==> config.mk <==
export PLATFORM = sky130hd
export DESIGN_NAME = alu_issue_stage_flat
export DESIGN_NICKNAME = d
export VERILOG_FILES = /design/src/rtl/alu_issue_stage_if.sv /design/src/rtl/alu_issue_stage.sv /design/src/flat_wrapper.sv
export SDC_FILE = /design/constraint.sdc
export NUM_CORES = 1
export LEC_CHECK = 0
export ABC_AREA = 1
export BUFFER_PORTS_ARGS = -buffer_cell sky130_fd_sc_hd__buf_2
export CAP_MARGIN = 40
export CORE_MARGIN = 1
export CORE_UTILIZATION = 41
export DETAILED_ROUTE_END_ITERATION = 8
export HOLD_SLACK_MARGIN = 0.08
export PLACE_DENSITY = 0.64
export SETUP_SLACK_MARGIN = 0.15
export SLEW_MARGIN = 20
export SYNTH_ARGS = -nofsm -noshare
export SYNTH_HDL_FRONTEND = slang
export SYNTH_SLANG_ARGS = --single-unit
==> constraint.sdc <==
create_clock -name clk -period 10.6 [get_ports clk]
set_input_delay 1.06 -clock clk [delete_from_list [all_inputs] [get_ports clk]]
set_output_delay 1.06 -clock clk [all_outputs]
set_load 0.005 [all_outputs]
==> src/rtl/alu_issue_stage_if.sv <==
// Fetch, register-file read, execute and writeback signals of the ALU issue stage.
// slave is the issue stage's view of the bundle; master is the surrounding pipeline's view.
interface alu_issue_stage_if;
  logic        if_valid;
  logic [0:31] if_instr;
  logic        if_ready;

  logic [0:4]  rf_addr_a;
  logic [0:4]  rf_addr_b;
  logic [0:63] rf_data_a;
  logic [0:63] rf_data_b;

  logic        ex_valid;
  logic        ex_ready;
  logic [0:5]  ex_op_code;
  logic [0:5]  ex_r_ins;
  logic [0:1]  ex_ww;
  logic [0:63] ex_rA_val;
  logic [0:63] ex_rB_val;
  logic [0:4]  ex_rd;

  logic        wb_valid;
  logic [0:4]  wb_rd;

  logic [0:15] stall_cnt;
  logic [0:7]  illegal_cnt;

  modport slave (
    input  if_valid, if_instr, rf_data_a, rf_data_b, ex_ready, wb_valid, wb_rd,
    output if_ready, rf_addr_a, rf_addr_b, ex_valid, ex_op_code, ex_r_ins, ex_ww,
           ex_rA_val, ex_rB_val, ex_rd, stall_cnt, illegal_cnt
  );

  modport master (
    output if_valid, if_instr, rf_data_a, rf_data_b, ex_ready, wb_valid, wb_rd,
    input  if_ready, rf_addr_a, rf_addr_b, ex_valid, ex_op_code, ex_r_ins, ex_ww,
           ex_rA_val, ex_rB_val, ex_rd, stall_cnt, illegal_cnt
  );
endinterface

==> src/rtl/alu_issue_stage.sv <==
// ALU issue stage: decode, scoreboard hazard check, one-entry execute skid; 1-cycle fetch-to-ex latency.
// Fetch is backpressured on a pending source register or when the held entry is not drained by ex_ready.
module alu_issue_stage (
  input  logic             clk,
  input  logic             reset,
  alu_issue_stage_if.slave bus
);

  localparam logic [5:0] OP_R_ALU     = 6'b101010;
  localparam logic [5:0] OP_LOAD      = 6'b100000;
  localparam logic [5:0] OP_STORE     = 6'b100001;
  localparam logic [5:0] OP_BRANCH_EZ = 6'b100010;
  localparam logic [5:0] OP_BRANCH_NZ = 6'b100011;
  localparam logic [5:0] OP_NOP       = 6'b111100;

  typedef enum logic {EMPTY, FULL} state_e;

  state_e      state_q, state_d;
  logic [31:0] pend_q, pend_d;
  logic [0:5]  ex_op_q, ex_op_d;
  logic [0:5]  ex_rins_q, ex_rins_d;
  logic [0:1]  ex_ww_q, ex_ww_d;
  logic [0:63] ex_a_q, ex_a_d;
  logic [0:63] ex_b_q, ex_b_d;
  logic [0:4]  ex_rd_q, ex_rd_d;
  logic [0:15] stall_q, stall_d;
  logic [0:7]  ill_q, ill_d;

  logic [0:5] op;
  logic [0:4] rd, ra, rb;
  logic [0:1] ww;
  logic [0:5] rins;
  logic       unused_bits;

  assign op          = bus.if_instr[0:5];
  assign rd          = bus.if_instr[6:10];
  assign ra          = bus.if_instr[11:15];
  assign rb          = bus.if_instr[16:20];
  assign ww          = bus.if_instr[24:25];
  assign rins        = bus.if_instr[26:31];
  assign unused_bits = ^bus.if_instr[21:23];

  logic is_ralu, is_load, is_store, is_br, is_nop, is_fwd, is_ill;

  assign is_ralu  = (op == OP_R_ALU);
  assign is_load  = (op == OP_LOAD);
  assign is_store = (op == OP_STORE);
  assign is_br    = (op == OP_BRANCH_EZ) || (op == OP_BRANCH_NZ);
  assign is_nop   = (op == OP_NOP);
  assign is_fwd   = is_ralu || is_load || is_store || is_br;
  assign is_ill   = !(is_fwd || is_nop);

  logic [31:0] src;
  logic        hazard, fire, fwd_fire;

  always_comb begin
    src           = '0;
    bus.rf_addr_a = '0;
    bus.rf_addr_b = '0;
    if (is_ralu) begin
      src[ra] = 1'b1;
      src[rb] = 1'b1;
      src[rd] = 1'b1;
      bus.rf_addr_a = ra;
      bus.rf_addr_b = rb;
    end else if (is_load) begin
      src[ra] = 1'b1;
      src[rd] = 1'b1;
      bus.rf_addr_a = ra;
    end else if (is_store) begin
      src[ra] = 1'b1;
      src[rd] = 1'b1;
      bus.rf_addr_b = rd;
    end else if (is_br) begin
      src[rd] = 1'b1;
      bus.rf_addr_a = rd;
    end
  end

  // Hazard looks only at the registered scoreboard, so a writeback clears it one cycle later.
  assign hazard       = |(src & pend_q);
  assign bus.if_ready = !reset && !hazard && (state_q == EMPTY || bus.ex_ready);
  assign fire         = bus.if_valid && bus.if_ready;
  assign fwd_fire     = fire && is_fwd;

  always_comb begin
    state_d   = state_q;
    pend_d    = pend_q;
    ex_op_d   = ex_op_q;
    ex_rins_d = ex_rins_q;
    ex_ww_d   = ex_ww_q;
    ex_a_d    = ex_a_q;
    ex_b_d    = ex_b_q;
    ex_rd_d   = ex_rd_q;
    stall_d   = stall_q;
    ill_d     = ill_q;

    case (state_q)
      EMPTY:   if (fwd_fire) state_d = FULL;
      FULL:    if (bus.ex_ready && !fwd_fire) state_d = EMPTY;
      default: state_d = EMPTY;
    endcase

    if (fwd_fire) begin
      ex_op_d   = op;
      ex_rins_d = rins;
      ex_ww_d   = ww;
      ex_a_d    = bus.rf_data_a;
      ex_b_d    = bus.rf_data_b;
      ex_rd_d   = rd;
    end

    // Clear first, then set, so a same-register set and retire leaves the bit pending.
    if (bus.wb_valid) pend_d[bus.wb_rd] = 1'b0;
    if (fire && (is_ralu || is_load)) pend_d[rd] = 1'b1;

    if (bus.if_valid && hazard && stall_q != 16'hFFFF) stall_d = stall_q + 16'd1;
    if (fire && is_ill && ill_q != 8'hFF) ill_d = ill_q + 8'd1;
  end

  always_ff @(posedge clk or posedge reset) begin
    if (reset) begin
      state_q   <= EMPTY;
      pend_q    <= '0;
      ex_op_q   <= '0;
      ex_rins_q <= '0;
      ex_ww_q   <= '0;
      ex_a_q    <= '0;
      ex_b_q    <= '0;
      ex_rd_q   <= '0;
      stall_q   <= '0;
      ill_q     <= '0;
    end else begin
      state_q   <= state_d;
      pend_q    <= pend_d;
      ex_op_q   <= ex_op_d;
      ex_rins_q <= ex_rins_d;
      ex_ww_q   <= ex_ww_d;
      ex_a_q    <= ex_a_d;
      ex_b_q    <= ex_b_d;
      ex_rd_q   <= ex_rd_d;
      stall_q   <= stall_d;
      ill_q     <= ill_d;
    end
  end

  assign bus.ex_valid    = (state_q == FULL);
  assign bus.ex_op_code  = ex_op_q;
  assign bus.ex_r_ins    = ex_rins_q;
  assign bus.ex_ww       = ex_ww_q;
  assign bus.ex_rA_val   = ex_a_q;
  assign bus.ex_rB_val   = ex_b_q;
  assign bus.ex_rd       = ex_rd_q;
  assign bus.stall_cnt   = stall_q;
  assign bus.illegal_cnt = ill_q;

endmodule

==> src/flat_wrapper.sv <==
// flat-port wrapper written by rule: the top's interface ports become plain ports
module alu_issue_stage_flat 
  (clk, reset, bus_if_valid, bus_if_instr, bus_rf_data_a, bus_rf_data_b, bus_ex_ready, bus_wb_valid, bus_wb_rd, bus_if_ready, bus_rf_addr_a, bus_rf_addr_b, bus_ex_valid, bus_ex_op_code, bus_ex_r_ins, bus_ex_ww, bus_ex_rA_val, bus_ex_rB_val, bus_ex_rd, bus_stall_cnt, bus_illegal_cnt);
  alu_issue_stage_if bus_i ();
  input  logic clk;
  input  logic reset;
  input wire logic [$bits(bus_i.if_valid)-1:0] bus_if_valid;
  input wire logic [$bits(bus_i.if_instr)-1:0] bus_if_instr;
  input wire logic [$bits(bus_i.rf_data_a)-1:0] bus_rf_data_a;
  input wire logic [$bits(bus_i.rf_data_b)-1:0] bus_rf_data_b;
  input wire logic [$bits(bus_i.ex_ready)-1:0] bus_ex_ready;
  input wire logic [$bits(bus_i.wb_valid)-1:0] bus_wb_valid;
  input wire logic [$bits(bus_i.wb_rd)-1:0] bus_wb_rd;
  output wire logic [$bits(bus_i.if_ready)-1:0] bus_if_ready;
  output wire logic [$bits(bus_i.rf_addr_a)-1:0] bus_rf_addr_a;
  output wire logic [$bits(bus_i.rf_addr_b)-1:0] bus_rf_addr_b;
  output wire logic [$bits(bus_i.ex_valid)-1:0] bus_ex_valid;
  output wire logic [$bits(bus_i.ex_op_code)-1:0] bus_ex_op_code;
  output wire logic [$bits(bus_i.ex_r_ins)-1:0] bus_ex_r_ins;
  output wire logic [$bits(bus_i.ex_ww)-1:0] bus_ex_ww;
  output wire logic [$bits(bus_i.ex_rA_val)-1:0] bus_ex_rA_val;
  output wire logic [$bits(bus_i.ex_rB_val)-1:0] bus_ex_rB_val;
  output wire logic [$bits(bus_i.ex_rd)-1:0] bus_ex_rd;
  output wire logic [$bits(bus_i.stall_cnt)-1:0] bus_stall_cnt;
  output wire logic [$bits(bus_i.illegal_cnt)-1:0] bus_illegal_cnt;
  assign bus_i.if_valid = bus_if_valid;
  assign bus_i.if_instr = bus_if_instr;
  assign bus_i.rf_data_a = bus_rf_data_a;
  assign bus_i.rf_data_b = bus_rf_data_b;
  assign bus_i.ex_ready = bus_ex_ready;
  assign bus_i.wb_valid = bus_wb_valid;
  assign bus_i.wb_rd = bus_wb_rd;
  assign bus_if_ready = bus_i.if_ready;
  assign bus_rf_addr_a = bus_i.rf_addr_a;
  assign bus_rf_addr_b = bus_i.rf_addr_b;
  assign bus_ex_valid = bus_i.ex_valid;
  assign bus_ex_op_code = bus_i.ex_op_code;
  assign bus_ex_r_ins = bus_i.ex_r_ins;
  assign bus_ex_ww = bus_i.ex_ww;
  assign bus_ex_rA_val = bus_i.ex_rA_val;
  assign bus_ex_rB_val = bus_i.ex_rB_val;
  assign bus_ex_rd = bus_i.ex_rd;
  assign bus_stall_cnt = bus_i.stall_cnt;
  assign bus_illegal_cnt = bus_i.illegal_cnt;
  alu_issue_stage u_core (.clk(clk), .reset(reset), .bus(bus_i));
endmodule
### Yosys cells after proc, flatten, opt, wreduce, memory -nomap -nowiden

Index checks and enable logic that the tools add are counted.
W data, S select, Z words.

* register bits after elaboration: 204
* input port bits: 170
* output and inout port bits: 183
* logic and storage cells: 85

* add/sub/neg operators: 2
* $lt $le $gt $ge: 8
* equal/unequal tests: 8
* mux-type cells: 24
* bitwise gates (word level): 8
* reduce and logical (&&, ||, !) cells: 25

Operators with widths (count)
* $mux W32: 6
* $or A32 B32 Y32: 4
* $and A32 B32 Y32: 2
* $eq A6 B6 Y1 const B: 6
* $mux W5: 7
* $not A32 Y32: 1
* $reduce_or A32 Y1: 1
* $lt A5 B6 Y1 const B: 4
* $demux W1 S5: 4
* $ge A5 B1 Y1 const B: 4
* $add A16 B1 Y16 const B: 1
* $ne A16 B16 Y1 const B: 1
* $logic_and A1 B1 Y1: 14
* $add A8 B1 Y8 const B: 1
* $ne A8 B8 Y1 const B: 1
* $logic_or A1 B1 Y1: 6
* $mux W1: 6
* $logic_not A1 Y1: 4
* $pmux W1 S2: 1
* $not A1 Y1: 1

### Longest topological paths before layout

Gate-level depths: netlist of the first run.

* depth after elaboration: 19
* mapped depth: 20
* depth with buffers taken out: 17

### Worst setup path before layout of the first run

Ideal clock, no wire load.

* kind: input to output
* start point: in reset
* end point: out bus_if_ready
* arrival: 6.980 ns
* required time: 9.540 ns
* path slack: 2.560 ns
* cell stages on the path: 5
* path buffers: 2
* cell sequence: inv_1 -> o21ai_0 -> nor2_4 -> buf_4 -> buf_2

* cells in the longest elaborated chain, start to end: 3

RTL lines
* from (decl): RTL line flat_wrapper.sv:6 `input logic reset;`
* $logic_not A1 Y1: RTL line alu_issue_stage.sv:82 `assign bus.if_ready = !reset && !hazard && (state_q == EMPTY || bus.ex_ready);`
* $logic_and A1 B1 Y1 (2 in a row): RTL line alu_issue_stage.sv:82
* to (decl): RTL line flat_wrapper.sv:14 `output wire logic [$bits(bus_i.if_ready)-1:0] bus_if_ready;`

Every way passes these cells.

### Worst setup path in the final report of the first run

* start point: in bus_if_instr[30]
* end point: out bus_if_ready

* cells in the longest elaborated chain, start to end: 11
* elaborated cells on any way between the ends: 15
* classes of those cells: eq/ne: 5; mux: 4; bitwise: 1; reduce/logical: 5

RTL lines
* from (decl): RTL line flat_wrapper.sv:8 `input wire logic [$bits(bus_i.if_instr)-1:0] bus_if_instr;`
* $eq A6 B6 Y1: RTL line alu_issue_stage.sv:48 `assign is_br = (op == OP_BRANCH_EZ) || (op == OP_BRANCH_NZ);`
* $logic_or A1 B1 Y1: RTL line alu_issue_stage.sv:48
* $mux W32: RTL line alu_issue_stage.sv:74 `end else if (is_br) begin`
* $mux W32: RTL line alu_issue_stage.sv:70 `end else if (is_store) begin`
* $mux W32: RTL line alu_issue_stage.sv:66 `end else if (is_load) begin`
* $mux W32 *: RTL line alu_issue_stage.sv:60 `if (is_ralu) begin`
* $and A32 B32 Y32 *: RTL line alu_issue_stage.sv:81 `assign hazard = |(src & pend_q);`
* $reduce_or A32 Y1 *: RTL line alu_issue_stage.sv:81
* $logic_not A1 Y1 *: RTL line alu_issue_stage.sv:82
* $logic_and A1 B1 Y1 * (2 in a row): RTL line alu_issue_stage.sv:82

Mark *: on every way between the ends. The rest lies on a longest branch, timed or not.

==> results of run 1 <==
==> worst max-delay path, stage by stage <==
cell and delay (ps):
buf_2 120, nor2_4 130, nand2_1 100, nor2_4 670
nand4_1 170, nand3_1 140, nand2_1 80, nor2_1 280
nand2_1 80, nor2_1 170, nand2_1 120, nor2_4 160
buf_12 630, buf_2 240
==> path summary, 6_finish.rpt <==
| check | to | slack [ps] |
|---|---|---|
| worst max-delay path | bus_if_ready | 5270 |
| worst min-delay path | u_core.bus.ex_r_ins[0] | 460 |
| worst max register to register | u_core.bus.illegal_cnt[7] | 7750 |
| worst min register to register | u_core.bus.ex_r_ins[0] | 460 |
| max in group asynchronous | u_core.bus.ex_rA_val[40] | 8800 |
| min in group asynchronous | u_core.bus.ex_rB_val[53] | 650 |
==> layer usage <==
| metal | track usage | up-vias | routed length, um |
|---|---|---|---|
| met3 | 0.05023 | 76 | 3275 |
| met5 | 0 | - | 0 |
| met4 | 0.08924 | 0 | 911 |
| li1 | - | 5508 | - |
| met1 | 0.3527 | 5501 | 15740 |
| met2 | 0.4450 | 560 | 18680 |
==> power breakdown <==
part	leakage [uW]	internal, uW	switching (uW)
combinational	0.00475	192	281
sequential	0.00268	923	79.9
clock	0.000372	476	329
==> layout by cell type, fill, tap and decap left out, types with 2 or more instances in the layout <==
cell / n
nor2_4: 3
ha_1: 2
nand2_1: 540
nand4_1: 190
clkinv_2: 3
nor2_1: 136
buf_4: 8
clkbuf_1: 6
o21ai_0: 34
xor2_1: 16
clkbuf_16: 24
diode_2: 4
clkinvlp_4: 2
nand3_1: 138
buf_2: 348
dfrtp_1: 204
inv_1: 72
nor3_1: 10
inv_2: 7
clkbuf_8: 5
o22ai_1: 10
a21oi_1: 4
xnor2_1: 4
nor4_1: 3
buf_16: 3
buf_12: 2
==> flip-flops by register name (all words and copies together), names as in the netlist, 5 cells and up <==
name                    flops
u_core.bus.ex_op_code       6
u_core.bus.ex_rA_val       64
u_core.bus.ex_rB_val       64
u_core.bus.ex_r_ins         6
u_core.bus.ex_rd            5
u_core.bus.illegal_cnt      8
u_core.bus.stall_cnt       16
u_core.pend_q              32
==> layout make-up <==
type	instances	area [sq um]	share of cell area
Inverter	81	314.1	0.02309
Multi-Input combinational cell	1098	5049	0.3712
Timing Repair Buffer	362	1936	0.1423
Tap cell	335	419.2	0.03082
Clock buffer	35	691.9	0.05087
Clock inverter	7	76.32	0.005612
Sequential cell	204	5105	0.3753
Antenna cell	4	10.01	0.0007360
==> metrics by stage <==
step | total power [uW] | instances | hold WS (ps) | setup slack [ps] | util
final | 2281 | 2126 | 462.0 | 5275 | 0.5219
after detailed placement | 1489 | 2076 | 452.6 | 5235 | 0.4901
after global placement | 1473 | 2073 | 448.1 | 4423 | 0.4873
after CTS | 2302 | 2118 | 466.2 | 5357 | 0.5196
after global routing | 2411 | 2125 | 481.6 | 5044 | 0.5218
after floorplan | 1218 | 1478 | 457.6 | 2560 | -
==> cells by family after synthesis <==
group | count (synthesis)
and+or+nand+nor | 1024
DFF | 204
buffers and inverters | 176
AOI/OAI and AO/OA | 52
xor gates and xnor gates | 20
adders and majority gates | 2
==> flow_metrics.env, run 1 <==
export IMPL_fin_tns_setup_ps=0
export IMPL_async_flop_share=1.000
export IMPL_synth_top_area_cell="dfrtp_1"
export IMPL_clkSinkCount=204
export IMPL_layout_min_cycle_time_ps=5326
export IMPL_postCtsHoldBufs=0
export IMPL_syn_avg_cell_area_sq_um=7.365
export IMPL_drv_cap=0
export IMPL_ys_top_cells_by_area="dfrtp_1, nand2_1, nand4_1, nand3_1, nor2_1"
export IMPL_num_vias=11645
export IMPL_port_buffers=349
export IMPL_synth_top_family_by_area="simple AND/OR/NAND/NOR gates"
export IMPL_clk_pin_slew_worst_paths_ps=60
export IMPL_yosys_area_top_type_share=0.4690
export IMPL_dieHeight_um=164.9
export IMPL_synthXorXnorAreaFrac=0.01609
export IMPL_cts_path_max_buffers=3
export IMPL_wl_um=38610
export IMPL_rows=59
export IMPL_ys_top_cells_by_count="nand2_1, dfrtp_1, nand4_1"
export IMPL_hold_violations=0
export IMPL_cts_made_buffers=24
export IMPL_report_final_slew_viol_count=0
export IMPL_syn_nets=1650
export IMPL_startpoint="bus_if_instr[30]"
export IMPL_dieArea_sq_um=27210
export IMPL_fillCellCount=2616
export IMPL_worstSetupPathType="input pin to primary output"
export IMPL_route_detailed_drc=0
export IMPL_ios=353
export IMPL_yosysUniqueCellTypes=27
export IMPL_slew_headroom=0.3511
export IMPL_synth_compound_gate_area_share=0.02655
export IMPL_overflow=0
export IMPL_worstPathRequired_ps=9540
export IMPL_ctsResizeCount=0
export IMPL_antenna_found_initial=3
export IMPL_status="completed"
export IMPL_synth_edf_count=0
export IMPL_wire_per_inst_um=18.16
export IMPL_design_area_sq_um=13600
export IMPL_hold_depth=2
export IMPL_ys_flop_type="dfrtp_1"
export IMPL_peakVddDrop_v=0.0001332
export IMPL_hold_path_class="register to register"
export IMPL_path_max_fanout=186
export IMPL_core_area_sq_um=26060
export IMPL_grt_pass1_vias=10427
export IMPL_first_pass_iters=7
export IMPL_fin_worst_skew_ps=16.64
export IMPL_dp_hpwl_um=25630
export IMPL_placed_area_sq_um=12770
export IMPL_drt_vias_per_instance=5.477
export IMPL_yosys_area_share_simple=0.4182
export IMPL_track_usage=0.2689
export IMPL_arrival_ps=4270
export IMPL_htreeDepth=1
export IMPL_start_util=0.4177
export IMPL_seq_area_frac_synth=0.4690
export IMPL_clock_latency_ps=530
export IMPL_cts_root_buf="clkbuf_16"
export IMPL_synth_mux_area_frac=0
export IMPL_routabilityCongestion=0.9341
export IMPL_setup_viol=0
export IMPL_synth_warnings=0
export IMPL_ant_nets=0
export IMPL_worstMarginPinSlew_ps=969.7
export IMPL_drt_iter0_drc=1189
export IMPL_rsz0062_at_grt="no"
export IMPL_synth_adder_area_share=0.002299
export IMPL_synth_area_sq_um=10890
export IMPL_yosysMostFrequentCell="nand2_1"
export IMPL_cts_tree="done"
export IMPL_cp_end_kind="primary output"
export IMPL_ys_ff_latch=204
export IMPL_grt_max_degree=187
export IMPL_fp_dieW_um=164.9
export IMPL_postCtsSetupBuffers=0
export IMPL_p_leak_uw=0.007802
export IMPL_drive_above_1_share=0.2334
export IMPL_powerDensity_nw_per_um2=167.7
export IMPL_post_route_period_util=0.5024
export IMPL_max_freq_ghz=0.1878
export IMPL_min_from="u_core.bus.ex_r_ins[0]"
export IMPL_worstReg2RegStart="u_core.pend_q[22]"
export IMPL_grt_pass1_wl_um=57590
export IMPL_finalNetCount=1943
export IMPL_synthCells=1478
export IMPL_rr_worst_depth=11
export IMPL_worstSetupStartpointType="input pin"
export IMPL_syn_to_final_growth_pct=24.94
Note: power is estimated with default switching activity, not from simulation.
==> run 2, diff against run 1 <==
ABC_AREA = 0   (was 1)
clock period = 4.9 ns   (was 10.6 ns; I/O delays follow)
==> run 2 against run 1 <==
  * Final area down 0.64%
  * Worst hold slack got worse by 360 ps
  * Sequential share of layout area is 0.24 points higher
  * Global-route usage fell by 0.79 points
  * Critical endpoint unchanged
  * Die area shrank 2.2%
  * Clock-buffer cell count shrank 4
  * Synthesized area shrank 2.2%
  * Worst setup slack got worse by 4200 ps
  * Register-to-register slack got worse by 6500 ps
  * Largest cell class unchanged
  * Power is 130% higher
==> flow_metrics.env, run 2 <==
export IMPL_ys_flop_type="dfrtp_1"
export IMPL_grt_pass1_wl_um=53390
export IMPL_report_final_slew_viol_count=0
export IMPL_worstPathRequired_ps=4410
export IMPL_drive_above_1_share=0.4724
export IMPL_path_delay_family="simple AND/OR/NAND/NOR gates"
export IMPL_utilization=0.5335
export IMPL_htreeDepth=1
export IMPL_synth_edf_count=0
export IMPL_syn_to_final_growth_pct=26.92
export IMPL_routabilityCongestion=0.9797
export IMPL_cts_made_buffers=25
export IMPL_hold_path_class="input pin to asynchronous set/reset pin"
export IMPL_postCtsHoldBufs=0
export IMPL_drt_iter0_drc=615
export IMPL_overflow=0
export IMPL_worstSetupPathType="register to primary output"
export IMPL_drv_cap=0
export IMPL_start_util=0.4204
export IMPL_synth_area_sq_um=10650
export IMPL_fp_dieW_um=163.1
export IMPL_ys_top_cells_by_area="dfrtp_1, mux2_4, mux2_2, o21ai_0, nand4_1"
export IMPL_peakVddDrop_v=0.0003318
export IMPL_grt_pass1_vias=8919
export IMPL_arrival_ps=3310
export IMPL_ctsResizeCount=0
export IMPL_seq_area_frac_synth=0.4795
export IMPL_port_buffers=349
export IMPL_ys_ff_latch=204
export IMPL_core_area_sq_um=25330
export IMPL_drt_vias_per_instance=5.696
export IMPL_synthCells=888
export IMPL_cts_path_max_buffers=3
export IMPL_met1_usage=0.3452
export IMPL_hold_violations=0
export IMPL_max_stage_delay_ps=510
export IMPL_layout_min_cycle_time_ps=3800
export IMPL_layout_commonest_cell="buf_2"
export IMPL_num_vias=8914
export IMPL_dieHeight_um=163.1
export IMPL_path_cells="or3b_2, a2111oi_0, a2111oi_0, o211ai_1, or4_1, o21ai_2, nand2_1, buf_4, nor3_1, buf_2"
export IMPL_synth_warnings=0
export IMPL_fin_worst_skew_ps=14.57
export IMPL_ios=353
export IMPL_path_buf_inv=2
export IMPL_cp_end_kind="primary output"
export IMPL_fin_tns_setup_ps=0
export IMPL_finalNetCount=1385
export IMPL_status="completed"
export IMPL_max_freq_ghz=0.2632
export IMPL_syn_nets=1060
export IMPL_dieArea_sq_um=26610
export IMPL_grt_max_degree=106
export IMPL_ys_top_cells_by_count="dfrtp_1, mux2_4, o21ai_0"
export IMPL_crit_slowest_cell="or4_1"
export IMPL_use_met3=0.05510
export IMPL_clock_latency_ps=540
export IMPL_p_leak_uw=0.006879
export IMPL_async_flop_share=1.000
export IMPL_cts_tree="done"
export IMPL_grt_busiest_layer="met2"
export IMPL_clk_pin_slew_worst_paths_ps=60
export IMPL_yosys_area_top_type_share=0.4795
export IMPL_mostFrequentLayoutCells="buf_2, dfrtp_1, mux2_4, o21ai_0, nand4_1"
export IMPL_cts_root_buf="clkbuf_16"
export IMPL_first_pass_iters=5
export IMPL_rows=58
export IMPL_wire_per_inst_um=22.54
export IMPL_setup_viol=0
export IMPL_path_max_fanout=33
export IMPL_powerDensity_nw_per_um2=395.6
export IMPL_yosysUniqueCellTypes=68
export IMPL_yosysMostFrequentCell="dfrtp_1"
export IMPL_worstMarginPinSlew_ps=899.4
export IMPL_worst_path_most_repeated_cell="a2111oi_0"
export IMPL_met2_usage=0.4160
export IMPL_syn_avg_cell_area_sq_um=11.99
export IMPL_wl_um=35280
export IMPL_worstSetupStartpointType="register"
export IMPL_synth_top_area_cell="dfrtp_1"
export IMPL_ant_nets=0
export IMPL_postCtsSetupBuffers=0
export IMPL_clkSinkCount=204
export IMPL_dp_hpwl_um=25450
export IMPL_slew_headroom=0.3991
export IMPL_track_usage=0.2610
export IMPL_fillCellCount=2214
export IMPL_post_route_period_util=0.7755
export IMPL_route_detailed_drc=0
export IMPL_rsz0062_at_grt="no"
export IMPL_antenna_found_initial=3
-- run 2: cell types whose count changed after synthesis, sizes merged, moves of 11 or more --
| cell | previous run | this run |
|---|---|---|
| mux2 | 0 | 147 |
| nand4 | 190 | 46 |
| o22ai | 10 | 34 |
| mux2i | 0 | 12 |
| a22oi | 0 | 20 |
| nand3 | 140 | 34 |
| nand2 | 541 | 29 |
| nand3b | 0 | 14 |
| nor2 | 140 | 19 |
| inv | 81 | 9 |
| nand2b | 0 | 11 |
| clkbuf | 41 | 18 |
| o21ai | 35 | 70 |
-- run 2: per-layer routing --
metal	part of all wire	routed length, um
met3	0.086	3038
met2	0.47	16560
met4	0.039	1391
met5	0	0
met1	0.41	14290
-- run 2: final timing paths --
check                                              start  depth (start not counted)                        to  slack, ps
worst max register to register          u_core.pend_q[1]                         10   u_core.bus.ex_rA_val[6]       1240
max in group asynchronous                          reset                          4  u_core.bus.ex_rB_val[17]       3620
worst min-delay path                               reset                          3  u_core.bus.stall_cnt[12]        100
worst min register to register  u_core.bus.ex_op_code[0]                          1  u_core.bus.ex_op_code[0]        460
worst max-delay path                    u_core.pend_q[1]                         10              bus_if_ready       1100
min in group clk                       bus_rf_data_a[19]                          2  u_core.bus.ex_rA_val[44]        170
-- run 2: layout make-up --
| class | instances | area, sq um | area share |
|---|---|---|---|
| diodes | 3 | 7.507 | 0.0005556 |
| clock buffers | 31 | 698.2 | 0.05167 |
| clock inverters | 15 | 240.2 | 0.01778 |
| inverters | 9 | 37.54 | 0.002778 |
| multi-input cells | 607 | 5087 | 0.3765 |
| flip-flops and latches | 204 | 5105 | 0.3778 |
| well taps | 330 | 412.9 | 0.03056 |
| repair buffers | 366 | 1924 | 0.1424 |
-- run 2: tightest hold or removal path: cells and delay by family --
family | cells | cell delay (ps)
buf+inv | 3 | 590
-- run 2: logic make-up (layout without fill, tap and decap cells) --
group	count (synthesis)	after routing	share of synthesized area
AND/OR/NAND/NOR	248	248	0.1416
flip-flops	204	204	0.4795
AO/OA/AOI/OAI	175	175	0.1057
multiplexers	160	160	0.2094
buffers and inverters	77	421	0.04336
XOR/XNOR	22	22	0.01810
adder cells (fa/ha/maj)	2	2	0.002350
other	0	3	0
-- run 2: metrics by stage --
stage          cells  hold WS (ps)  setup slack (ps)  total power (uW)  instance area, sq um
6_report        1565         97.96              1100              5346                 13510
5_1_grt         1564         162.7             930.4              5559                 13510
4_1_cts         1562         153.9              1110              5398                 13510
3_5_place_dp    1516         452.1             816.4              3301                 12570
3_3_place_gp    1515         445.6             829.5              3280                 12560
2_1_floorplan    888         459.0              1766              2747                 10650
-- run 2: where the power goes --
| part | internal (uW) | switching, uW |
|---|---|---|
| registers | 1990 | 201 |
| clock network | 1290 | 778 |
| logic | 627 | 455 |
| total | 3910 | 1430 |
